==> src/rtl/slave_write_order_tracker.sv <==
// Per-slave FIFO of write-address owners {master port, ID}, kept in acceptance order.
// The head owner steers the write-data mux and is retired on the slave's WLAST handshake.
module slave_write_order_tracker #(
   parameter int NUM_MASTERS_WIDTH = 2,
   parameter int MASTERID_WIDTH    = 4,
   parameter int OPEN_WRITE_MAX    = 4,
   parameter int OPEN_WRITE_WIDTH  = 3
) (
   input  logic                         sysClk,
   input  logic                         sysReset,
   input  logic                         awPush,
   input  logic [NUM_MASTERS_WIDTH-1:0] awPushMasterPort,
   input  logic [MASTERID_WIDTH-1:0]    awPushID,
   output logic                         awRoom,
   output logic                         wHeadValid,
   output logic [NUM_MASTERS_WIDTH-1:0] wHeadMasterPort,
   output logic [MASTERID_WIDTH-1:0]    wHeadID,
   input  logic                         wLastPop,
   output logic [OPEN_WRITE_WIDTH-1:0]  openCount,
   output logic                         overflowErr,
   output logic                         underflowErr
);

   localparam int PTR_W = (OPEN_WRITE_MAX > 1) ? $clog2(OPEN_WRITE_MAX) : 1;
   localparam logic [OPEN_WRITE_WIDTH-1:0] DEPTH    = OPEN_WRITE_WIDTH'(OPEN_WRITE_MAX);
   localparam logic [PTR_W-1:0]            LAST_PTR = PTR_W'(OPEN_WRITE_MAX - 1);

   logic [NUM_MASTERS_WIDTH-1:0] r_entPort [OPEN_WRITE_MAX];
   logic [MASTERID_WIDTH-1:0]    r_entID   [OPEN_WRITE_MAX];
   logic [PTR_W-1:0]             r_wrPtr;
   logic [PTR_W-1:0]             r_rdPtr;
   logic [OPEN_WRITE_WIDTH-1:0]  r_count;
   logic                         r_overflow;
   logic                         r_underflow;

   logic w_full;
   logic w_empty;
   logic w_pushOk;
   logic w_popOk;

   // Pointers wrap at D-1 so non-power-of-two depths stay in range.
   function automatic logic [PTR_W-1:0] next_ptr(input logic [PTR_W-1:0] p);
      return (p == LAST_PTR) ? '0 : p + PTR_W'(1);
   endfunction

   assign w_full   = (r_count == DEPTH);
   assign w_empty  = (r_count == '0);
   // Acceptance uses the pre-edge count, so a fresh entry can never be popped in its own cycle.
   assign w_pushOk = awPush   && !w_full;
   assign w_popOk  = wLastPop && !w_empty;

   always_ff @(posedge sysClk) begin
      if (w_pushOk) begin
         r_entPort[r_wrPtr] <= awPushMasterPort;
         r_entID[r_wrPtr]   <= awPushID;
      end
   end

   always_ff @(posedge sysClk or posedge sysReset) begin
      if (sysReset) begin
         r_wrPtr     <= '0;
         r_rdPtr     <= '0;
         r_count     <= '0;
         r_overflow  <= 1'b0;
         r_underflow <= 1'b0;
      end else begin
         if (w_pushOk) r_wrPtr <= next_ptr(r_wrPtr);
         if (w_popOk)  r_rdPtr <= next_ptr(r_rdPtr);
         case ({w_pushOk, w_popOk})
            2'b10:   r_count <= r_count + OPEN_WRITE_WIDTH'(1);
            2'b01:   r_count <= r_count - OPEN_WRITE_WIDTH'(1);
            default: r_count <= r_count;
         endcase
         if (awPush && w_full)    r_overflow  <= 1'b1;
         if (wLastPop && w_empty) r_underflow <= 1'b1;
      end
   end

   assign awRoom          = !w_full;
   assign wHeadValid      = !w_empty;
   assign wHeadMasterPort = w_empty ? '0 : r_entPort[r_rdPtr];
   assign wHeadID         = w_empty ? '0 : r_entID[r_rdPtr];
   assign openCount       = r_count;
   assign overflowErr     = r_overflow;
   assign underflowErr    = r_underflow;

endmodule

==> config.mk <==
export PLATFORM = sky130hd
export DESIGN_NAME = slave_write_order_tracker
export DESIGN_NICKNAME = d
export VERILOG_FILES = /design/src/rtl/slave_write_order_tracker.sv
export SDC_FILE = /design/constraint.sdc
export NUM_CORES = 1
export LEC_CHECK = 0
export BUFFER_PORTS_ARGS = -buffer_cell sky130_fd_sc_hd__buf_2
export CORE_AREA = 5 5 71 73
export CTS_CLUSTER_DIAMETER = 60
export CTS_CLUSTER_SIZE = 12
export DETAILED_ROUTE_END_ITERATION = 16
export DIE_AREA = 0 0 76 78
export GPL_TIMING_DRIVEN = 0
export PLACE_DENSITY = 0.52
export SLEW_MARGIN = 0
export SYNTH_ARGS = -nofsm -noshare
export SYNTH_HDL_FRONTEND = slang
export SYNTH_SLANG_ARGS = --single-unit
export TNS_END_PERCENT = 100
==> constraint.sdc <==
create_clock -name sysClk -period 2.4 [get_ports sysClk]
set_input_delay 0.12 -clock sysClk [delete_from_list [all_inputs] [get_ports sysClk]]
set_output_delay 0.12 -clock sysClk [all_outputs]
set_load 0.01 [all_outputs]
# Yosys cells after proc, flatten, opt, wreduce, memory -nomap -nowiden
# Memory sizes are Yosys's and may differ from the RTL's.
# Cells that the tools add are included.
# W data, S select, Z words.
# word_totals
wordCells,31
input_bits,10
ram_bits,24
n_memories,2
reg_bits,9
# mem_list
memory,words,width,rd,rd_ports_with_merged_regs,wr,line_no,text
r_entID,4,4,1,0,1,29,logic [MASTERID_WIDTH-1:0] r_entID [OPEN_WRITE_MAX];
r_entPort,4,2,1,0,1,28,logic [NUM_MASTERS_WIDTH-1:0] r_entPort [OPEN_WRITE_MAX];
# classes
eq_ne,5
mux,7
n_addsub,4
reduce_logical,8
# op_table
cell,n
$eq A2 B2 Y1 const B,3
$mux W2,3
$pmux W3 S2,1
$add A2 B1 Y2 const B,2
$logic_and A1 B1 Y1,4
$mux W4,1
$add A3 B1 Y3 const B,1
$eq A3 B3 Y1 const B,1
$logic_not A3 Y1,1
$sub A3 B1 Y3 const B,1
$eq A2 B1 Y1 const B,1
$logic_not A1 Y1,2
$mux W1,2
$reduce_bool A2 Y1,1

# Depth between registers and ports, before layout
# Gate-level depths: netlist (run 1).
# logic_depth
depth_word,5
depth_mapped,9

# Worst setup path after synthesis (run 1)
# No wires, ideal clock.
# synth_path
kind,reg-to-reg
start,"register r_count[0], in the netlist openCount[0]"
end,"register r_count[2], in the netlist openCount[2]"
synth_period_minus_slack_ns,2.000
stages_incl_launch_ff,10
arrival_ns,1.921
setup_slack_ns,0.400
path_buffers,0
required_ns,2.321
path_cell_list,dfrtp_1 > nor3b_1 > nor2b_1 > inv_1 > ha_1 > inv_1 > fa_1 > xor2_1 > nor2_1 > xor2_1
# synth_between
elab_chain_len,5
word_cells_on_any_way,12
cone_classes,2 x add/sub; 3 x eq/ne; 1 x mux; 6 x reduce/logical
# synth_rtl
element,line_no,text
from (decl),32,logic [OPEN_WRITE_WIDTH-1:0] r_count;
from (signal assigned),70,2'b10: r_count <= r_count + OPEN_WRITE_WIDTH'(1);
from (signal assigned),71,2'b01: r_count <= r_count - OPEN_WRITE_WIDTH'(1);
from (signal assigned),72,default: r_count <= r_count;
$eq A3 B3 Y1 / $logic_not A3 Y1 (equally long branches),"46, 47",
"$logic_not A1 Y1, on equally long branches","49, 50",
"$logic_and A1 B1 Y1, on equally long branches","49, 50",
$eq A2 B1 Y1 / $eq A2 B2 Y1 (equally long branches),69,"case ({w_pushOk, w_popOk})"
$pmux W3 S2 / $reduce_bool A2 Y1 (equally long branches),n/a,
# Several ways; a longest one is shown, not always the timed one.
# A chain may end at the register's enable or synchronous reset.

# Final worst setup path (run 1)
# layout_path
start,"register r_count[0], in the netlist openCount[0]"
end,"register r_count[2], in the netlist openCount[2]"
# layout_between
elab_chain_len,5
word_cells_on_any_way,12
cone_classes,2 x add/sub; 3 x eq/ne; 1 x mux; 6 x reduce/logical
# layout_rtl
element,line_no,text
$logic_not A3 Y1 (*),47,assign w_empty = (r_count == '0);
$logic_not A1 Y1 (*),50,assign w_popOk = wLastPop && !w_empty;
$logic_and A1 B1 Y1 (*),50,
via w_popOk,39,logic w_popOk;
$eq A2 B1 Y1 / $eq A2 B2 Y1 (equally long branches),69,
$pmux W3 S2 / $reduce_bool A2 Y1 (equally long branches),n/a,
# Mark *: on every way through the listed nets, which the timed path passes. The rest lies on a longest branch.

==> flow_summary.json, run 1 <==
{
  "ant_nets": 0,
  "synth-main-ff-cell": "edfxtp_1",
  "num_vias": 759,
  "skew_ns": 0.005469,
  "cts_max_level": 2,
  "grt_pass1_vias": 826,
  "antenna_cells": 0,
  "grt_pass1_wl_mm": 4.002,
  "crit_fanout": 9,
  "cts_sinks": 33,
  "ys_top_cells_by_area": "edfxtp_1, dfrtp_1, mux4_2",
  "insertion_delay_ns": 0.27,
  "rsz0062_at_grt": "no",
  "async_reset_ff_share_pct": 27.27,
  "syn_avg_cell_area_sq_um": 16.99,
  "tightest_slew_ns": 0.4471,
  "arrival_ns": 2.24,
  "clockRootBuffer": "clkbuf_8",
  "hold_viol": 0,
  "p_leak_nw": 0.6906,
  "hpwl_mm": 1.741,
  "period_share_pct": 86.60,
  "antenna_found_initial": 0,
  "crit_required_ns": 2.56,
  "grtUsageTotal_pct": 8.858,
  "ir_drop_mv": 0.3209,
  "drv_slew": 0,
  "synth_edf_count": 24,
  "r2r_slack_ns": 0.32,
  "area_growth_pct": 18.89,
  "numPortBuffers": 22,
  "ys_seq_area_share_pct": 65.51,
  "timing.setup.tns_ns": 0,
  "finalPower_w": 0.002109,
  "status": "completed",
  "whs_ns": 0.05933,
  "netlist_area_sq_um": 1444,
  "wl_mm": 2.434,
  "drt-vias-per-instance": 4.518,
  "fp.dieH_um": 78,
  "grt_max_degree": 11,
  "hp-class": "input pin to register",
  "grt_use_met2_pct": 15.24,
  "firstDrtPassIters": 2,
  "detail_route.iter0.violations": 19,
  "routedWlPerCell_um": 14.49,
  "start_kind": "register",
  "synthCells": 85,
  "path_clk_slew_ns": 0.06,
  "ys_ff_latch": 33,
  "setup_viol": 0,
  "drv_cap": 0,
  "cts_buffers": 5,
  "layout_min_cycle_time_ns": 2.078,
  "synth_fp_nets": 102,
  "finalNetCount": 132,
  "synth_area_leader_cell": "edfxtp_1",
  "gp_congestion": 0.7157,
  "initial_utilization_pct": 33.62,
  "overflow": 0,
  "yosysWarnings": 0,
  "drive_gt1_share_pct": 42.24,
  "die_width_um": 76,
  "drc_errors": 0,
  "cp-end-kind": "register",
  "cts_tree": "yes",
  "yosysTopAreaCellShare_pct": 49.91,
  "top_usage_layer": "met2",
  "power_density_nw_per_um2": 1228,
  "yosysUniqueCellTypes": 23,
  "slew_headroom_pct": 70.19,
  "cts_buffer_depth": 2,
  "grtUsageMet1_pct": 9.407,
  "core_area_sq_um": 4294,
  "grt_use_met3_pct": 3.588,
  "critical_path_class": "register to register",
  "cts_setup_buffers": 0,
  "std_cell_rows": 24,
  "die_area_sq_um": 5928,
  "ioPinCount": 23,
  "max_freq_mhz": 481.1
}
[layer usage]
metal,wire [um],vias to the layer above
met4,31,0
met2,1292,17
met5,0,-
li1,-,357
met3,124,5
met1,986,380
[cells by family after synthesis]
group                      count (synthesis)  share of synthesized area, %
adders and majority gates                  7                         6.586
DFF                                       33                         65.51
xor gates and xnor gates                   3                         1.820
muxes                                     11                         13.69
buffers and inverters                     12                         3.725
AOI/OAI and AO/OA                          2                         1.040
and+or+nand+nor                           17                         7.626
[state kept, by name (all words and copies together), names as in the netlist]
register,flops
r_entID,16
r_entPort,8
openCount,3
r_rdPtr,2
r_wrPtr,2
overflowErr,1
underflowErr,1
[final cells by class]
class	count	area (sq um)
fill	416	2577
sequential	33	945.9
multi-input combinational	40	449.2
timing repair buffer	23	120.1
clock buffer	6	72.57
tap	52	65.06
inverter	9	33.78
buffer	3	20.02
clock inverter	2	10.01
[cells in the final DEF, fill, tap and decap left out]
cell / synthesis / final
mux2_4: 2 / 2
nor2_1: 3 / 3
nor2b_1: 1 / 1
a21o_1: 1 / 1
xnor2_1: 1 / 1
clkinv_2: 0 / 2
o21bai_1: 1 / 1
and2_2: 6 / 6
fa_1: 1 / 1
clkbuf_1: 0 / 1
dfrtp_1: 9 / 9
ha_1: 6 / 6
edfxtp_1: 24 / 24
buf_6: 1 / 1
and2_4: 1 / 1
and2_1: 4 / 4
buf_2: 1 / 23
mux4_2: 6 / 6
mux2i_1: 1 / 1
clkbuf_8: 0 / 5
nor3b_2: 0 / 1
buf_1: 1 / 1
mux2_2: 2 / 2
or3_1: 1 / 1
inv_1: 9 / 9
xor2_1: 2 / 2
dlygate4sd3_1: 0 / 1
[timing repair]
action / in CTS / in global routing
hold endpoints to repair: 9 / 0
hold buffers: 1 / 0
endpoints found under the setup margin: 0 / 1
gates resized for setup: 0 / 1
[synthesized netlist by cell type (2+ instances only)]
cell	count
and2_1	4
nor2_1	3
inv_1	9
and2_2	6
mux4_2	6
ha_1	6
xor2_1	2
mux2_2	2
mux2_4	2
dfrtp_1	9
edfxtp_1	24
[stage by stage]
stage | instance area, sq um | utilization, % | setup slack (ns) | cells
finish | 1717 | 39.98 | 0.3216 | 168
global route | 1717 | 39.98 | 0.09929 | 168
CTS | 1712 | 39.86 | 0.2272 | 168
detailed placement | 1619 | 37.70 | 0.2659 | 159
global placement | 1619 | 37.70 | 0.2795 | 159
floorplan | 1444 | - | 0.3998 | 85
[worst paths after layout]
kind                           endpoint          from  cells after the start
setup / recovery           openCount[2]  openCount[0]                      9
hold / removal              overflowErr        awPush                      2
setup reg to reg           openCount[2]  openCount[0]                      9
hold reg to reg             overflowErr   overflowErr                      1
max in group asynchronous    r_wrPtr[0]      sysReset                      3
min in group asynchronous    r_rdPtr[0]      sysReset                      3
[power by group]
part	switching [W]	internal [W]
logic	0.000410	0.000447
clock network	0.000182	0.000200
registers	0.0000847	0.000785
total	0.000677	0.00143
[critical path: stages, from the launching register on]
cell     delay (ns)
dfrtp_1        0.44
or3_1          0.40
buf_6          0.15
and2_4         0.18
ha_1           0.20
inv_1          0.08
fa_1           0.17
xor2_1         0.14
nor2_1         0.06
xor2_1         0.14
Note: power is estimated with default switching activity, not from simulation.
==> run 2: changes to the inputs <==
- PLACE_DENSITY: 0.52 -> 0.48
==> run 2 against run 1 <==
Effect of this change:
- count of clock-buffer cells in the layout shrank 1
- wire length fell by 1.6%
- critical path depth did not move
- combinational power about the same
- critical endpoint unchanged
- fmax about the same
- sequential power decreased by 0.5%
- global-route usage down 0.38 points
- clock power rose by 4%
- total power rose by 0.42%
- worst hold slack got worse by 0.0094 ns
- utilization grew 0.087 points
==> flow_summary.json, run 2 (synthesis results as in run 1) <==
{
  "status": "completed",
  "path_clk_slew_ns": 0.07,
  "crit_required_ns": 2.56,
  "cp_slowest_cell": "dfrtp_1",
  "timing.setup.tns_ns": 0,
  "rsz0062_at_grt": "no",
  "cts_max_level": 2,
  "cts_sinks": 33,
  "std_cell_rows": 24,
  "path_common_cell": "xor2_1",
  "path_delay_family": "simple AND/OR/NAND/NOR gates",
  "clkPwrFrac_pct": 18.7,
  "grt_pass1_wl_mm": 3.836,
  "numPortBuffers": 22,
  "worstHoldEndpoint": "r_entID[2][0]",
  "setup_viol": 0,
  "p_switching_w": 0.0006869,
  "clockRootBuffer": "clkbuf_8",
  "power_density_nw_per_um2": 1231,
  "reg2reg_to": "openCount[2]",
  "drc_errors": 0,
  "core_area_sq_um": 4294,
  "drt-vias-per-instance": 4.500,
  "critical_path_class": "register to register",
  "antenna_found_initial": 0,
  "ioPinCount": 23,
  "cp_cell_sequence": "or3_1 -> buf_6 -> and2_4 -> ha_1 -> inv_1 -> fa_1 -> xor2_1 -> nor2_1 -> xor2_1",
  "cts_buffer_depth": 2,
  "r2r_slack_ns": 0.32,
  "max_stage_delay_ns": 0.44,
  "overflow": 0,
  "largest_register": "r_entID",
  "p_leak_nw": 0.6896,
  "finalNetCount": 132,
  "final_cell_mix": "edfxtp_1, buf_2, inv_1, dfrtp_1",
  "largest_reg_flops": 16,
  "max_freq_mhz": 480.8,
  "cts_tree": "yes",
  "num_vias": 756,
  "utilization_pct": 40.06,
  "skew_ns": 0.002910,
  "crit_fanout": 9,
  "ant_nets": 0,
  "placed_cell_area_sq_um": 1619,
  "insertion_delay_ns": 0.28,
  "rr_worst_depth": 9,
  "slew_headroom_pct": 70.66,
  "arrival_ns": 2.24,
  "grt_max_degree": 12,
  "hp-start": "awPushID[0]",
  "die_width_um": 76,
  "combPwrFrac_pct": 40.4,
  "firstDrtPassIters": 4,
  "tightest_slew_ns": 0.4401,
  "switching_share_pct": 32.43,
  "area_growth_pct": 19.15,
  "grtUsageTotal_pct": 8.475,
  "hold_viol": 0,
  "initial_utilization_pct": 33.62,
  "layoutNonFillerInstCount": 168,
  "cts_setup_buffers": 0,
  "final_common_cell": "edfxtp_1",
  "drv_slew": 0,
  "layout_min_cycle_time_ns": 2.080,
  "hold_path_depth": 1,
  "fp.dieH_um": 78,
  "path_depth": 9,
  "placed_cells": 159,
  "hp-class": "input pin to register",
  "seqPwrFrac_pct": 40.8,
  "period_share_pct": 86.67,
  "fin_area_sq_um": 1720,
  "drv_cap": 0,
  "start_kind": "register",
  "routedWlPerCell_um": 14.25,
  "ir_drop_mv": 0.3903,
  "wl_mm": 2.394,
  "hpwl_mm": 1.712,
  "gp_congestion": 0.7565,
  "antenna_cells": 0,
  "rr_startpoint": "openCount[0]",
  "crit_buf_inv": 2,
  "detail_route.iter0.violations": 34,
  "cp-end-kind": "register",
  "grt_pass1_vias": 785,
  "internal-power_w": 0.001431,
  "cts_buffers": 5,
  "die_area_sq_um": 5928,
  "drive_gt1_share_pct": 43.10
}
==> run 2: cell types whose count changed in the layout (fill, tap and decap cells not counted) <==
| cell | before | now |
|---|---|---|
| clkbuf_1 | 1 | 0 |
| clkinvlp_4 | 0 | 1 |
==> run 2: metal layers <==
metal	part of all wire (%)	up-vias	global-route usage, %
met5	0	-	0
met4	1.9	0	3.737
met3	5.1	6	3.819
met2	50	20	13.61
met1	43	373	9.727
li1	-	357	-
==> run 2: power groups by stage <==
stage	clock network [W]	registers (W)	logic [W]
2_1_floorplan	0	0.000879	0.000599
3_3_place_gp	0	0.000866	0.000861
3_5_place_dp	0	0.000877	0.000879
4_1_cts	0.000414	0.000865	0.000882
5_1_grt	0.000439	0.000886	0.000953
6_report	0.000397	0.000865	0.000856
==> run 2: repair_timing <==
action / in CTS / in global routing
hold buffers: 1 / 0
setup endpoints to repair: 0 / 1
gates resized for setup: 0 / 1
hold endpoints to repair: 9 / 0
==> run 2: worst max-delay path by stage <==
stage	startpoint	to
finish	openCount[0]	openCount[2]
global route	openCount[0]	openCount[2]
CTS	openCount[0]	openCount[2]
detailed placement	openCount[0]	openCount[2]
global placement	openCount[0]	openCount[2]
floorplan	openCount[0]	openCount[2]
==> run 2: through the flow <==
stage / total power (W) / hold slack (ns) / setup slack (ns)
3_3_place_gp: 0.001728 / 0.1105 / 0.2084
2_1_floorplan: 0.001479 / -0.05208 / 0.3998
6_report: 0.002118 / 0.04993 / 0.3200
3_5_place_dp: 0.001756 / 0.1249 / 0.1649
5_1_grt: 0.002278 / 0.04529 / 0.1178
4_1_cts: 0.002161 / 0.04028 / 0.1254
==> run 2: cell type report <==
class                   count  area, sq um
clock inverters             3        17.52
repair buffers             23        120.1
flip-flops and latches     33        945.9
inverters                   9        33.78
well taps                  52        65.06
multi-input cells          40        449.2
clock buffers               5        68.82
fillers                   410         2574
plain buffers               3        20.02
==> run 3: changes to the inputs <==
- CORE_AREA: 5 5 71 73 -> 5 5 70 72
- DIE_AREA: 0 0 76 78 -> 0 0 75 77
- PLACE_DENSITY: 0.48 -> 0.49
==> run 3 against run 2 <==
Effect of this change:
- count of clock-buffer cells in the layout grew 3
- non-clock buffer count is the same
- clock power shrank 5.8%
- critical path type unchanged
- first-iteration DRC count grew 15%
- clock skew grew 0.0022 ns
- critical endpoint unchanged
- global-route usage grew 1.1 points
- design area shrank 0.65%
==> flow_summary.json, run 3 (synthesis results as in run 1) <==
{
  "status": "completed",
  "crit_fanout": 7,
  "setup_viol": 0,
  "grt_max_degree": 10,
  "crit_required_ns": 2.60,
  "grt_pass1_vias": 768,
  "post-place-ws_ns": 0.2011,
  "antenna_found_initial": 0,
  "cts_buffers": 5,
  "hold_viol": 0,
  "cts_max_level": 2,
  "largest_register": "r_entID",
  "cp-end-kind": "register",
  "rr_worst_depth": 9,
  "layout_min_cycle_time_ns": 2.187,
  "largest_reg_flops": 16,
  "overflow": 0,
  "drive_gt1_share_pct": 39.66,
  "timing.setup.tns_ns": 0,
  "period_share_pct": 91.13,
  "clockRootBuffer": "clkbuf_8",
  "die_width_um": 75,
  "wl_mm": 2.341,
  "tightest_slew_ns": 0.4503,
  "insertion_delay_ns": 0.27,
  "cts_resized": 0,
  "detail_route.iter0.violations": 39,
  "numPortBuffers": 22,
  "num_vias": 737,
  "power_density_nw_per_um2": 1222,
  "max_stage_delay_ns": 0.42,
  "core_area_sq_um": 4234,
  "grtUsageTotal_pct": 9.531,
  "grt_pass1_wl_mm": 3.815,
  "ctsHoldBuffers": 1,
  "rr_startpoint": "openCount[0]",
  "initial_utilization_pct": 34.10,
  "cp_slowest_cell": "dfrtp_1",
  "rsz0062_at_grt": "no",
  "path_delay_family": "simple AND/OR/NAND/NOR gates",
  "antenna_cells": 0,
  "drv_slew": 0,
  "n_fill_cell": 399,
  "final_cell_mix": "edfxtp_1, buf_2, inv_1, dfrtp_1",
  "layoutNonFillerInstCount": 168,
  "skew_ns": 0.005101,
  "drc_errors": 0,
  "routedWlPerCell_um": 13.93,
  "hold_path_depth": 2,
  "std_cell_rows": 24,
  "placed_cells": 159,
  "start_kind": "register",
  "cp_cell_sequence": "nor3b_1 -> nor2b_1 -> inv_1 -> ha_1 -> inv_1 -> fa_1 -> xor2_1 -> nor2_1 -> xor2_1",
  "area_growth_pct": 18.37,
  "hp-class": "input pin to register",
  "cts_tree": "yes",
  "drt-vias-per-instance": 4.387,
  "ant_nets": 0,
  "cts_setup_buffers": 0,
  "die_area_sq_um": 5775,
  "ir_drop_mv": 0.5461,
  "drv_cap": 0,
  "r2r_slack_ns": 0.21,
  "crit_buf_inv": 2,
  "max_freq_mhz": 457.2,
  "slew_headroom_pct": 69.98,
  "ioPinCount": 23,
  "path_depth": 9,
  "arrival_ns": 2.38,
  "firstDrtPassIters": 3,
  "cts_buffer_depth": 2,
  "final_common_cell": "edfxtp_1",
  "finalNetCount": 132,
  "critical_path_class": "register to register",
  "worstHoldEndpoint": "overflowErr",
  "gp_congestion": 0.7279,
  "fp.dieH_um": 77,
  "cts_sinks": 33,
  "hpwl_mm": 1.760,
  "reg2reg_to": "openCount[2]",
  "setup_ws_ns": 0.2128,
  "path_clk_slew_ns": 0.06,
  "p_leak_nw": 0.6833,
  "hp-start": "awPush"
}
[run 3: cell count changes in the layout (fill, tap and decap cells not counted)]
| cell | delta |
|---|---|
| clkbuf_1 | +3 |
| clkinv_2 | -2 |
| clkinvlp_4 | -1 |
| nor3b_1 | +1 |
| nor3b_2 | -1 |
[run 3: area by class of cell]
type	count	area, sq um	share of cell area, %
clock buffers	8	80.08	4.685
plain buffers	3	20.02	1.171
flip-flops and latches	33	945.9	55.34
repair buffers	23	120.1	7.028
well taps	52	65.06	3.807
inverters	9	33.78	1.977
multi-input cells	40	444.2	25.99
[run 3: metal layers]
metal	GRT usage, %	vias to the layer above	share of wire, %
met5	0	-	0
met4	4.804	0	2.2
met3	4.314	6	7.4
met2	14.98	19	48
met1	10.66	353	42
li1	-	359	-
[run 3: worst max path at each step]
stage | startpoint | end | slack [ns]
after floorplan | openCount[0] | openCount[2] | 0.40
after global placement | openCount[0] | openCount[2] | 0.21
after detailed placement | openCount[0] | openCount[2] | 0.20
after CTS | openCount[0] | openCount[2] | 0.17
after global routing | openCount[0] | openCount[2] | 0.04
final | openCount[0] | openCount[2] | 0.21
[run 3: power by group]
part,switching [W],leakage (nW),internal [W]
Clock,0.000169,0.0395,0.000205
Sequential,0.0000768,0.321,0.000785
Combinational,0.000410,0.323,0.000442
Total,0.000655,0.683,0.00143
[run 3: worst register-to-register path: stages, from the launching register on]
cell and delay, ns:
dfrtp_1 0.42, nor3b_1 0.38, nor2b_1 0.20, inv_1 0.09, ha_1 0.18, inv_1 0.06, fa_1 0.37, xor2_1 0.15
nor2_1 0.11, xor2_1 0.16
[run 3: metrics by stage]
step	cell area (sq um)	power [W]	hold WS, ns	utilization (%)
final	1709	0.002088	0.05664	40.37
after CTS	1709	0.002140	0.05024	40.37
after global routing	1709	0.002261	0.05169	40.37
after floorplan	1444	0.001479	-0.05208	-
after global placement	1619	0.001728	0.1179	38.24
after detailed placement	1619	0.001757	0.1203	38.24
